## src/rtl/adc_scan_ctrl.sv

```systemverilog
// LTC2308 scan sequencer: Avalon-MM register block that drives CONVST/SCK/SDI,
// captures SDO and keeps one result register per enabled channel.

module adc_scan_ctrl #(
    parameter int CLK_DIV     = 2,
    parameter int CONV_CYCLES = 80
) (
    input  logic        clk,
    input  logic        reset_n,
    input  logic [3:0]  address,
    input  logic        write,
    input  logic [31:0] writedata,
    input  logic        read,
    output logic [31:0] readdata,
    output logic        adc_convst,
    output logic        adc_sck,
    output logic        adc_sdi,
    input  logic        adc_sdo,
    output logic        scan_irq
);

    localparam int CNT_W = (CONV_CYCLES > 2) ? $clog2(CONV_CYCLES) : 1;
    localparam int DIV_W = (CLK_DIV > 1) ? $clog2(CLK_DIV) : 1;

    typedef enum logic [1:0] {IDLE, CONV, SHIFT, GAP} state_t;

    state_t           state_q, state_d;
    logic [CNT_W-1:0] cnt_q, cnt_d;
    logic [DIV_W-1:0] div_q, div_d;
    logic [3:0]       bit_q, bit_d;
    logic             sck_q, sck_d;
    logic             convst_q, convst_d;
    logic             sdi_q, sdi_d;
    logic [11:0]      shift_q, shift_d;
    logic [11:0]      cfg_q, cfg_d;
    logic [7:0]       remain_q, remain_d;
    logic [2:0]       curCh_q, curCh_d;
    logic [2:0]       prevCh_q, prevCh_d;
    logic             prevValid_q, prevValid_d;
    logic             final_q, final_d;
    logic             wrPend_q, wrPend_d;
    logic             busy_q, busy_d;
    logic             run_q, run_d;
    logic             irqEn_q, irqEn_d;
    logic [7:0]       mask_q, mask_d;
    logic             done_q, done_d;
    logic             overrun_q, overrun_d;
    logic             irq_q, irq_d;
    logic [31:0]      readdata_q, rdNext;
    logic [7:0]       valid_q;
    logic [11:0]      result_q [8];

    logic             ctrlWr, statWr, startReq, runReq;
    logic             doSetup, setupFirst, scanEnd;
    logic [7:0]       setupRemain;
    logic [2:0]       lowCh;
    logic [2:0]       dataIdx;
    logic             unusedBits;

    function automatic logic [2:0] lowestCh(input logic [7:0] m);
        logic [2:0] ch;
        ch = 3'd0;
        for (int i = 7; i >= 0; i--) begin
            if (m[i]) ch = 3'(i);
        end
        return ch;
    endfunction

    // Single-ended, unipolar, no sleep; SDI stays low after the sixth bit.
    function automatic logic [11:0] cfgWord(input logic [2:0] ch);
        return {1'b1, ch[0], ch[2], ch[1], 1'b1, 7'b0};
    endfunction

    assign ctrlWr     = write && (address == 4'd0);
    assign statWr     = write && (address == 4'd1);
    assign startReq   = ctrlWr && writedata[1] && (writedata[15:8] != 8'd0);
    assign runReq     = run_q && (mask_q != 8'd0);
    assign dataIdx    = 3'(address - 4'd2);
    assign unusedBits = ^{read, writedata[31:16], writedata[7:3]};

    always_comb begin
        state_d     = state_q;
        cnt_d       = cnt_q;
        div_d       = div_q;
        bit_d       = bit_q;
        sck_d       = sck_q;
        convst_d    = convst_q;
        sdi_d       = sdi_q;
        shift_d     = shift_q;
        cfg_d       = cfg_q;
        remain_d    = remain_q;
        curCh_d     = curCh_q;
        prevCh_d    = prevCh_q;
        prevValid_d = prevValid_q;
        final_d     = final_q;
        wrPend_d    = 1'b0;
        busy_d      = busy_q;
        run_d       = run_q;
        irqEn_d     = irqEn_q;
        mask_d      = mask_q;
        done_d      = done_q;
        overrun_d   = overrun_q;
        doSetup     = 1'b0;
        setupFirst  = 1'b0;
        setupRemain = 8'd0;
        scanEnd     = 1'b0;
        lowCh       = 3'd0;

        if (ctrlWr) begin
            run_d   = writedata[0];
            irqEn_d = writedata[2];
            mask_d  = writedata[15:8];
        end
        if (statWr) begin
            if (writedata[1]) done_d = 1'b0;
            if (writedata[2]) overrun_d = 1'b0;
        end

        case (state_q)
            IDLE: begin
                if (startReq || runReq) begin
                    doSetup     = 1'b1;
                    setupFirst  = 1'b1;
                    setupRemain = startReq ? writedata[15:8] : mask_q;
                    busy_d      = 1'b1;
                end
            end
            CONV: begin
                cnt_d = cnt_q + CNT_W'(1);
                if (cnt_q == CNT_W'(1)) convst_d = 1'b0;
                if (cnt_q == CNT_W'(CONV_CYCLES - 1)) begin
                    state_d = SHIFT;
                    div_d   = '0;
                    bit_d   = 4'd0;
                    sck_d   = 1'b0;
                    sdi_d   = cfg_q[11];
                end
            end
            SHIFT: begin
                if (div_q == DIV_W'(CLK_DIV - 1)) begin
                    div_d = '0;
                    if (!sck_q) begin
                        sck_d   = 1'b1;
                        shift_d = {shift_q[10:0], adc_sdo};
                        if (bit_q == 4'd11) wrPend_d = 1'b1;
                    end else begin
                        sck_d = 1'b0;
                        if (bit_q == 4'd11) begin
                            state_d = GAP;
                            sdi_d   = 1'b0;
                        end else begin
                            bit_d = bit_q + 4'd1;
                            sdi_d = cfg_q[10];
                            cfg_d = {cfg_q[10:0], 1'b0};
                        end
                    end
                end else begin
                    div_d = div_q + DIV_W'(1);
                end
            end
            GAP: begin
                if (final_q) begin
                    scanEnd = 1'b1;
                    if (runReq) begin
                        doSetup     = 1'b1;
                        setupFirst  = 1'b1;
                        setupRemain = mask_q;
                    end else begin
                        state_d = IDLE;
                        busy_d  = 1'b0;
                    end
                end else begin
                    doSetup     = 1'b1;
                    setupRemain = remain_q;
                end
            end
            default: state_d = IDLE;
        endcase

        // A scan end sets done even when software clears it in the same cycle.
        if (scanEnd) begin
            if (done_q) overrun_d = 1'b1;
            done_d = 1'b1;
        end

        // Frame setup: the result shifted in next belongs to the channel configured now.
        if (doSetup) begin
            lowCh = lowestCh(setupRemain);
            if (setupRemain != 8'd0) begin
                curCh_d  = lowCh;
                remain_d = setupRemain & ~(8'd1 << lowCh);
                final_d  = 1'b0;
            end else begin
                remain_d = 8'd0;
                final_d  = 1'b1;
            end
            prevCh_d    = curCh_q;
            prevValid_d = !setupFirst;
            cfg_d       = cfgWord(curCh_d);
            state_d     = CONV;
            cnt_d       = '0;
            convst_d    = 1'b1;
        end

        irq_d = done_d && irqEn_d;
    end

    always_comb begin
        rdNext = 32'd0;
        case (address)
            4'd0: rdNext = {16'd0, mask_q, 5'd0, irqEn_q, 1'b0, run_q};
            4'd1: rdNext = {29'd0, overrun_q, done_q, busy_q};
            4'd2, 4'd3, 4'd4, 4'd5, 4'd6, 4'd7, 4'd8, 4'd9:
                rdNext = {valid_q[dataIdx], 19'd0, result_q[dataIdx]};
            default: rdNext = 32'd0;
        endcase
    end

    always_ff @(posedge clk or negedge reset_n) begin
        if (!reset_n) begin
            state_q     <= IDLE;
            cnt_q       <= '0;
            div_q       <= '0;
            bit_q       <= 4'd0;
            sck_q       <= 1'b0;
            convst_q    <= 1'b0;
            sdi_q       <= 1'b0;
            shift_q     <= 12'd0;
            cfg_q       <= 12'd0;
            remain_q    <= 8'd0;
            curCh_q     <= 3'd0;
            prevCh_q    <= 3'd0;
            prevValid_q <= 1'b0;
            final_q     <= 1'b0;
            wrPend_q    <= 1'b0;
            busy_q      <= 1'b0;
            run_q       <= 1'b0;
            irqEn_q     <= 1'b0;
            mask_q      <= 8'd0;
            done_q      <= 1'b0;
            overrun_q   <= 1'b0;
            irq_q       <= 1'b0;
            readdata_q  <= 32'd0;
            valid_q     <= 8'd0;
            for (int i = 0; i < 8; i++) result_q[i] <= 12'd0;
        end else begin
            state_q     <= state_d;
            cnt_q       <= cnt_d;
            div_q       <= div_d;
            bit_q       <= bit_d;
            sck_q       <= sck_d;
            convst_q    <= convst_d;
            sdi_q       <= sdi_d;
            shift_q     <= shift_d;
            cfg_q       <= cfg_d;
            remain_q    <= remain_d;
            curCh_q     <= curCh_d;
            prevCh_q    <= prevCh_d;
            prevValid_q <= prevValid_d;
            final_q     <= final_d;
            wrPend_q    <= wrPend_d;
            busy_q      <= busy_d;
            run_q       <= run_d;
            irqEn_q     <= irqEn_d;
            mask_q      <= mask_d;
            done_q      <= done_d;
            overrun_q   <= overrun_d;
            irq_q       <= irq_d;
            readdata_q  <= rdNext;
            if (wrPend_q && prevValid_q) begin
                valid_q[prevCh_q]  <= 1'b1;
                result_q[prevCh_q] <= shift_q;
            end
        end
    end

    assign readdata   = readdata_q;
    assign adc_convst = convst_q;
    assign adc_sck    = sck_q;
    assign adc_sdi    = sdi_q;
    assign scan_irq   = irq_q;

endmodule

```

## config.mk

```make
export PLATFORM = sky130hd
export DESIGN_NAME = adc_scan_ctrl
export DESIGN_NICKNAME = d
export VERILOG_FILES = /design/src/rtl/adc_scan_ctrl.sv
export SDC_FILE = /design/constraint.sdc
export NUM_CORES = 1
export LEC_CHECK = 0
export ABC_AREA = 1
export BUFFER_PORTS_ARGS = -buffer_cell sky130_fd_sc_hd__buf_2
export CAP_MARGIN = 20
export CORE_UTILIZATION = 54
export DETAILED_ROUTE_END_ITERATION = 10
export PLACE_DENSITY_LB_ADDON = 0.15
export SLEW_MARGIN = 20
export SYNTH_ARGS = -nofsm -noshare
export SYNTH_HDL_FRONTEND = slang
export SYNTH_SLANG_ARGS = --single-unit
```

## constraint.sdc

```tcl
create_clock -name clk -period 2.9 [get_ports clk]
set_input_delay 0.58 -clock clk [delete_from_list [all_inputs] [get_ports clk]]
set_output_delay 0.58 -clock clk [all_outputs]
set_load 0.01 [all_outputs]
```

==> results of run 1 <==
[area by class of cell]
cell class,instances,area [um^2],area share (%)
clock buffer,24,472,4.97
clock inverter,6,114,1.20
inverter,88,330,3.48
multi-input combinational,682,3300,34.7
sequential,186,4650,49.0
tap,211,264,2.78
timing repair buffer,57,364,3.83
[worst max-delay path: cells and delay by family (launching register included)]
| family | cells | cell delay (ns) |
|---|---|---|
| AOI/OAI and AO/OA | 2 | 0.26 |
| adders and majority gates | 1 | 0.26 |
| buffers and inverters | 4 | 0.38 |
| DFF | 1 | 0.41 |
| and+or+nand+nor | 7 | 1.04 |
[state kept, by name, indices dropped and copies added, names as in the netlist, 2 cells and up]
register / flops
state_q: 2
curCh_q: 3
bit_q: 4
cfg_q: 5
valid_q: 8
shift_q: 12
result_q: 96
mask_q: 8
remain_q: 8
readdata: 17
cnt_q: 7
prevCh_q: 3
[placed cells by master, fill, tap and decap left out, drive strengths merged, types with 5 or more instances in the layout]
master  count
conb       15
o21ai     165
a21oi      28
inv        89
ha          7
dfrtp     186
o21a       15
o22ai       5
nand2     286
nor3       12
o221ai      7
nor2       69
clkbuf     25
o31ai       5
nand3      43
buf        56
[worst paths after layout]
check / to / slack, ns / depth (start not counted)
hold reg to reg: valid_q[0]$_DFFE_PN0P_ / 0.46 / 2
setup reg to reg: remain_q[6]$_DFFE_PN0P_ / 0.42 / 14
max in group asynchronous: result_q[59]$_DFFE_PN0P_ / 2.00 / 2
hold / removal: cnt_q[6]$_DFFE_PN0P_ / 0.13 / 1
min in group clk: shift_q[0]$_DFFE_PN0P_ / 0.41 / 3
setup / recovery: remain_q[6]$_DFFE_PN0P_ / 0.42 / 14
[kinds of logic (layout without fill, tap and decap cells)]
kind of cell | after synthesis | after routing | synth area share (%)
adders and majority gates | 7 | 7 | 1.03
buffers and inverters | 142 | 175 | 7.16
xor gates and xnor gates | 5 | 5 | 0.515
other | 1 | 15 | 0.0441
and+or+nand+nor | 413 | 413 | 20.2
DFF | 186 | 186 | 54.7
AOI/OAI and AO/OA | 242 | 242 | 16.3
[per-layer routing]
| layer | GRT usage [%] | vias to the layer above | share of wire [%] |
|---|---|---|---|
| li1 | - | 3288 | - |
| met1 | 38.4 | 3264 | 50 |
| met2 | 37.9 | 195 | 44 |
| met3 | 4.77 | 25 | 5.1 |
| met4 | 8.61 | 0 | 1.4 |
| met5 | 0 | - | 0 |
[power by group through the flow]
stage | clock network, mW | registers (mW) | logic [mW]
2_1_floorplan | 0 | 2.74 | 0.210
3_3_place_gp | 0 | 2.74 | 0.376
3_5_place_dp | 0 | 2.74 | 0.380
4_1_cts | 2.38 | 2.69 | 0.383
5_1_grt | 2.48 | 2.70 | 0.425
6_report | 2.35 | 2.69 | 0.381
[Yosys cell counts, types with 6 or more instances]
library cell  count
nand2_1         278
dfrtp_1         186
o21ai_0         153
inv_1            85
nor2_1           65
nand3_1          42
clkbuf_1         30
a21oi_1          23
buf_4            16
o21a_1           15
nor3_1           12
o21ai_1          12
ha_1              7
nand2_2           6
o221ai_1          6
[per-stage QoR]
stage	setup WS, ns	instances	power (mW)
finish	0.420	1254	5.42
global route	0.0420	1254	5.60
CTS	0.403	1254	5.45
detailed placement	0.284	1224	3.12
global placement	0.309	1224	3.12
floorplan	0.590	1010	2.95
==> results.yml, run 1 <==
outcome:
  status: "completed"
synthesis:
  synthFlopType: "dfrtp_1"
  synth_edf_count: 0
  ys_ff_latch: 186
  synth.area.top_cells: "dfrtp_1, nand2_1, o21ai_0"
  synth.distinct_cells: 45
  synth_top_area_share_pct: 54.7
  ys_seq_area_share_pct: 54.7
  synth_cells: 996
  synth.avg_cell_area_um2: 8.54
  yosys_warnings: 0
  ys_async_sr_fraction_pct: 100
  yosysTopAreaCell: "dfrtp_1"
  syn_area_mm2: 0.00851
routing:
  ant_nets: 0
  wire_per_inst_um: 15.7
  dr.pass1.iters: 5
  vias: 6772
  drc: 0
  detail_route.vias_per_cell: 5.40
  totalWireLength_um: 19600
  drtIter0Drc: 540
clocking:
  clock_latency_ns: 0.43
  ctsResizeCount: 0
  postCtsSetupBuffers: 0
  cts_buffers: 17
  cts_max_level: 4
  clk_path_buf_depth: 2
  ctsRootBufferMaster: "clkbuf_16"
  clkTransAtPathRegs_ns: 0.06
  cts.sinks: 186
  holdBufCountCts: 0
  cts_tree: "done"
sta:
  final-hold-violation-count: 0
  fin_crit_sh_pct: 85.5
  period_minus_slack_ns: 2.48
  finalSetupTns_ns: 0
  rsz0062_at_grt: "false"
  skew_ns: 0.0130
  fin_hold_ws_ns: 0.134
  drv_slew: 0
  setup_viol_count_final: 0
  worst_pin_slew_ns: 0.965
  fmax_ghz: 0.403
  slew_headroom_pct: 35.5
critical_path:
  crit_path_max_fanout: 7
  startpoint_type: "flop"
  r2r_start: "state_q[1]$_DFFE_PN0P_"
  crit_arrival_ns: 2.78
  crit_start: "state_q[1]$_DFFE_PN0P_"
  critical_path.slowest_cell: "dfrtp_1"
  cp_data_required_time_ns: 3.20
  path_cells: "ha_2 -> inv_1 -> nor2_1 -> inv_1 -> o22ai_1 -> inv_1 -> nand2_1 -> nand2_1 -> inv_1 -> nor2_1 -> nand3_1 -> nand2_1 -> nor3b_1 -> o21ai_1"
  crit_top_cell: "inv_1"
  worstSetupPathType: "reg2reg"
  cpPeakStageDelay_ns: 0.41
  crit_path_end_kind: "flop"
global_route:
  grt_pass1_vias: 6269
  grt_max_degree: 69
  grt_pass1_wl_um: 32100
  gr-usage-all-layers_pct: 25.7
  grt_antenna_before_repair: 0
  overflow: 0
floorplanning:
  rows: 45
  ios: 77
  initial_core_util_pct: 55.5
  core_area_mm2: 0.0153
  fp.dieW_um: 128
  dieArea_mm2: 0.0163
  die_h_um: 128
power_and_ir_drop:
  seqPwrFrac_pct: 49.7
  p_clk_share_pct: 43.3
  power.switching_mw: 1.25
  p_leak_nw: 4.48
  power.density_mw_per_mm2: 571
  combPwrFrac_pct: 7.0
  p_sw_share_pct: 23.1
  peakVddDrop_v: 0.000428
  p_int_mw: 4.17
place:
  io_buffers: 39
  globalplace.congestion: 0.809
  placed_area_mm2: 0.00891
  hpwl_um: 12500
finish:
  antenna_cells: 0
  nets: 1080
  syn_to_final_growth_pct: 11.6
  utilization_pct: 62.0
  nFillCells: 1387
  drive_gt1_share_pct: 10.2
  fin_area_mm2: 0.00950
min_path:
  min_path_type: "in2async"
flow_run:
  maxCapViolations: 0
No activity file was read; power rests on OpenSTA's default activity.
==> run 2, diff against run 1 <==
- CELL_PAD_IN_SITES_DETAIL_PLACEMENT: default -> 1
- CELL_PAD_IN_SITES_GLOBAL_PLACEMENT: default -> 2
- CORE_ASPECT_RATIO: default -> 1.4
- CORE_UTILIZATION: 54 -> 36
==> run 2 against run 1 <==
Global-route usage decreased by 4.5 points. Clock power rose by 6%. Register-to-register slack improved by 0.06 ns. Combinational power grew 3%. Sequential power about the same. Via count is 1.4% lower. Count of clock-buffer cells in the layout decreased by 4. Worst hold slack worse by 0.036 ns. Largest cell class unchanged.
==> results.yml, run 2 (same netlist as run 1, synthesis figures left out) <==
outcome:
  status: "completed"
critical_path:
  startpoint_type: "flop"
  r2r_start: "mask_q[2]$_DFFE_PN0N_"
  worstSetupPathType: "reg2reg"
  critical_path.slowest_cell: "dfrtp_1"
  crit_buf_inv: 1
  crit_start: "mask_q[2]$_DFFE_PN0N_"
  crit_arrival_ns: 2.80
  path_cells: "nor2_1 -> nand2_1 -> o21ai_1 -> nand2_1 -> nand2_1 -> nor2_1 -> o21ai_0 -> nand3_1 -> inv_1 -> nand3_1 -> nand2_1 -> nand2_1 -> a21oi_2"
  critPathTopFamily: "simple AND/OR/NAND/NOR gates"
  crit_path_end_kind: "flop"
  crit_top_cell: "nand2_1"
  cpPeakStageDelay_ns: 0.45
  cp_data_required_time_ns: 3.28
  crit_path_max_fanout: 5
finish:
  drive_gt1_share_pct: 11.2
  final_common_cell: "nand2_1"
  antenna_cells: 0
  final_cell_mix: "nand2_1, dfrtp_1, o21ai_0, inv_1, nor2_1"
  instances_no_fill: 1357
  nets: 1086
  nFillCells: 2771
  syn_to_final_growth_pct: 14.4
  largest_reg_flops: 96
  regMostFlops: "result_q"
global_route:
  grt_pass1_wl_um: 39300
  grt_use_met1_pct: 26.0
  grt_max_degree: 53
  gr-usage-all-layers_pct: 21.3
  use_met3_pct: 2.78
  grt_antenna_before_repair: 0
  overflow: 0
  busiest_layer: "met2"
  met2_usage_pct: 38.7
  grt_pass1_vias: 7117
floorplanning:
  fp.dieW_um: 132
  die_h_um: 184
  rows: 66
  ios: 77
  dieArea_mm2: 0.0243
  initial_core_util_pct: 36.7
  core_area_mm2: 0.0232
min_path:
  min_path_type: "in2async"
sta:
  worst_slack_ns: 0.482
  rsz0062_at_grt: "false"
  setup_viol_count_final: 0
  period_minus_slack_ns: 2.42
  fin_crit_sh_pct: 83.4
  slew_headroom_pct: 30.2
  fmax_ghz: 0.414
  worst_pin_slew_ns: 1.04
  final-hold-violation-count: 0
  finalSetupTns_ns: 0
  skew_ns: 0.0102
  drv_slew: 0
place:
  place_ws_ns: 0.149
  dp.cells: 1325
  io_buffers: 39
  globalplace.congestion: 0.764
  hpwl_um: 15900
clocking:
  cts.sinks: 186
  ctsRootBufferMaster: "clkbuf_16"
  cts_tree: "done"
  clkTransAtPathRegs_ns: 0.07
  cts_buffers: 17
  cts_max_level: 4
  postCtsSetupBuffers: 0
  clock_latency_ns: 0.44
  clk_path_buf_depth: 2
  holdBufCountCts: 0
  ctsResizeCount: 0
routing:
  drc: 0
  ant_nets: 0
  drtIter0Drc: 321
  dr.pass1.iters: 4
  vias: 6678
  detail_route.vias_per_cell: 4.92
  wire_per_inst_um: 17.5
  totalWireLength_um: 23800
power_and_ir_drop:
  peakVddDrop_v: 0.000436
  power.density_mw_per_mm2: 573
  p_leak_nw: 4.54
flow_run:
  maxCapViolations: 0
[run 2: cell type report]
class / count / area [um^2] / share of cell area (%)
clock inverters: 12 / 164 / 1.69
inverters: 88 / 330 / 3.40
well taps: 306 / 383 / 3.94
repair buffers: 63 / 434 / 4.46
multi-input cells: 682 / 3290 / 33.9
flip-flops and latches: 186 / 4650 / 47.9
clock buffers: 20 / 467 / 4.80
[run 2: path summary, 6_finish.rpt]
kind | slack (ns) | endpoint | cells after the start
worst max-delay path | 0.48 | cfg_q[8]$_DFFE_PN0P_ | 13
worst min-delay path | 0.1 | valid_q[5]$_DFFE_PN0P_ | 1
worst max register to register | 0.48 | cfg_q[8]$_DFFE_PN0P_ | 13
worst min register to register | 0.45 | valid_q[4]$_DFFE_PN0P_ | 2
max in group asynchronous | 2.13 | shift_q[10]$_DFFE_PN0P_ | 2
min in group clk | 0.40 | run_q$_DFFE_PN0N_ | 3
[run 2: through the flow]
step	hold slack [ns]	total power [mW]	instance area, um^2	utilization, %
global route	0.123	5.79	9730	41.9
detailed placement	0.443	3.15	9100	39.2
finish	0.0980	5.57	9730	41.9
CTS	0.112	5.65	9730	41.9
floorplan	0.284	2.95	8560	-
global placement	0.434	3.15	9100	39.2
[run 2: metal layers]
layer  share of wire [%]  vias up
met3                 2.0       22
li1                    -     3305
met1                  44     3289
met5                   0        -
met4                 1.4        0
met2                  52       62
[run 2: power by group]
part | internal, mW | leakage, nW | switching, mW
clock network | 1.43 | 0.295 | 1.05
registers | 2.65 | 2.52 | 0.0452
logic | 0.124 | 1.73 | 0.269
total | 4.21 | 4.54 | 1.36
==> run 3, diff against run 2 <==
- clock period: 2.9 -> 2.4 ns (I/O delays scaled with it)
==> run 3 against run 2 <==
Via count up 2.8%. Sequential share of layout area down 2.3 points. Combinational power up 39%. Count of clock-buffer cells in the layout down 3. First-iteration DRC count down 20%. Register-to-register slack worse by 0.29 ns. Die area unchanged. Sequential power up 21%. Setup slack worse by 0.29 ns. Flip-flop and latch count unchanged. Global-route usage about the same. Worst hold slack better by 0.22 ns. Critical endpoint is now remain_q[4]$_DFFE_PN0P_. Largest power group unchanged.
==> results.yml, run 3 (same netlist as run 1, synthesis figures left out) <==
outcome:
  status: "completed"
global_route:
  use_met3_pct: 2.95
  grt_max_degree: 55
  overflow: 0
  met2_usage_pct: 40.5
  gr-usage-all-layers_pct: 21.2
  grt_pass1_wl_um: 39500
  busiest_layer: "met2"
  grt_antenna_before_repair: 0
  grt_use_met1_pct: 24.5
  grt_pass1_vias: 7427
clocking:
  ctsRootBufferMaster: "clkbuf_16"
  cts_buffers: 17
  clk_path_buf_depth: 2
  clkTransAtPathRegs_ns: 0.07
  cts.sinks: 186
  cts_tree: "done"
  cts_max_level: 4
  clock_latency_ns: 0.44
flow_run:
  maxCapViolations: 0
floorplanning:
  ios: 77
  core_area_mm2: 0.0232
  dieArea_mm2: 0.0243
  rows: 66
  die_h_um: 184
  initial_core_util_pct: 36.7
  fp.dieW_um: 132
routing:
  totalWireLength_um: 24000
  vias: 6865
  drtIter0Drc: 257
  dr.pass1.iters: 4
  wire_per_inst_um: 17.0
  detail_route.vias_per_cell: 4.85
  ant_nets: 0
  drc: 0
critical_path:
  cp_data_required_time_ns: 2.73
  worstSetupPathType: "reg2reg"
  crit_path_max_fanout: 5
  r2r_slack_ns: 0.19
  startpoint_type: "flop"
  crit_path_end_kind: "flop"
  crit_arrival_ns: 2.54
place:
  io_buffers: 39
  hpwl_um: 16400
  globalplace.congestion: 0.759
sta:
  worst_pin_slew_ns: 0.568
  finalSetupTns_ns: 0
  drv_slew: 0
  period_minus_slack_ns: 2.21
  fin_hold_ws_ns: 0.317
  final-hold-violation-count: 0
  slew_headroom_pct: 61.2
  setup_viol_count_final: 0
  fmax_ghz: 0.452
  fin_crit_sh_pct: 92.1
  skew_ns: 0.00820
finish:
  final_common_cell: "nand2_1"
  syn_to_final_growth_pct: 20.0
  antenna_cells: 0
  largest_reg_flops: 96
  drive_gt1_share_pct: 17.3
  utilization_pct: 44.0
  regMostFlops: "result_q"
  nets: 1145
  nFillCells: 2760
  final_cell_mix: "nand2_1, dfrtp_1, o21ai_0, inv_1, buf_4"
min_path:
  min_path_type: "in2reg"
power_and_ir_drop:
  p_leak_nw: 4.83
  peakVddDrop_v: 0.000491
  power.density_mw_per_mm2: 642
## run 3: final cells by class
class	count	area [um^2]	area share (%)
well taps	306	383	3.75
clock buffers	17	425	4.17
inverters	88	333	3.26
repair buffers	122	908	8.90
multi-input cells	682	3360	32.9
flip-flops and latches	186	4650	45.6
clock inverters	15	143	1.40
## run 3: layer usage
| metal | routed length [um] | vias to the layer above | share of wire (%) |
|---|---|---|---|
| li1 | - | 3419 | - |
| met1 | 10300 | 3377 | 43 |
| met2 | 13100 | 52 | 54 |
| met3 | 346 | 17 | 1.4 |
| met4 | 308 | 0 | 1.3 |
| met5 | 0 | - | 0 |
## run 3: timing repair
| action | CTS | global route |
|---|---|---|
| hold buffers | 1 | 0 |
| endpoints found under the setup margin | 4 | 11 |
| hold endpoints to repair | 31 | 0 |
| pin swaps | 0 | 7 |
| setup buffers | 0 | 7 |
| resized for setup | 1 | 23 |
## run 3: path summary, 6_finish.rpt
| check | start | endpoint | depth (start not counted) |
|---|---|---|---|
| max | state_q[1]$_DFFE_PN0P_ | remain_q[4]$_DFFE_PN0P_ | 15 |
| min | writedata[0] | run_q$_DFFE_PN0N_ | 3 |
| max reg2reg | state_q[1]$_DFFE_PN0P_ | remain_q[4]$_DFFE_PN0P_ | 15 |
| min reg2reg | valid_q[4]$_DFFE_PN0P_ | valid_q[4]$_DFFE_PN0P_ | 2 |
| max in group asynchronous | reset_n | bit_q[0]$_DFFE_PN0P_ | 3 |
| min in group asynchronous | reset_n | valid_q[0]$_DFFE_PN0P_ | 2 |
## run 3: per-stage QoR
stage / cell area [um^2] / instances / power, mW / setup WS [ns]
after global placement: 9500 / 1376 / 3.83 / -0.0627
after global routing: 10200 / 1416 / 6.82 / -0.0364
after CTS: 10100 / 1409 / 6.61 / -0.0209
after detailed placement: 9500 / 1376 / 3.83 / -0.0915
final: 10200 / 1416 / 6.55 / 0.188
after floorplan: 8560 / 1010 / 3.57 / 0.190
## run 3: worst max-delay path: stages (launching register included)
cell and delay [ns]:
dfrtp_1 0.40, ha_4 0.18, nand2_2 0.08, nor2_2 0.14
inv_1 0.09, nor2_4 0.12, buf_6 0.12, nand2_1 0.06
a31oi_2 0.26, inv_2 0.07, nand2_2 0.11, nand2_1 0.08
nand2_2 0.09, nand2_1 0.07, o21ai_2 0.15, nand2_1 0.06
## run 3: where the power goes
part / switching (mW) / total, mW / internal [mW]
clock network: 1.31 / 2.76 / 1.45
logic: 0.344 / 0.547 / 0.203
registers: 0.0472 / 3.25 / 3.20
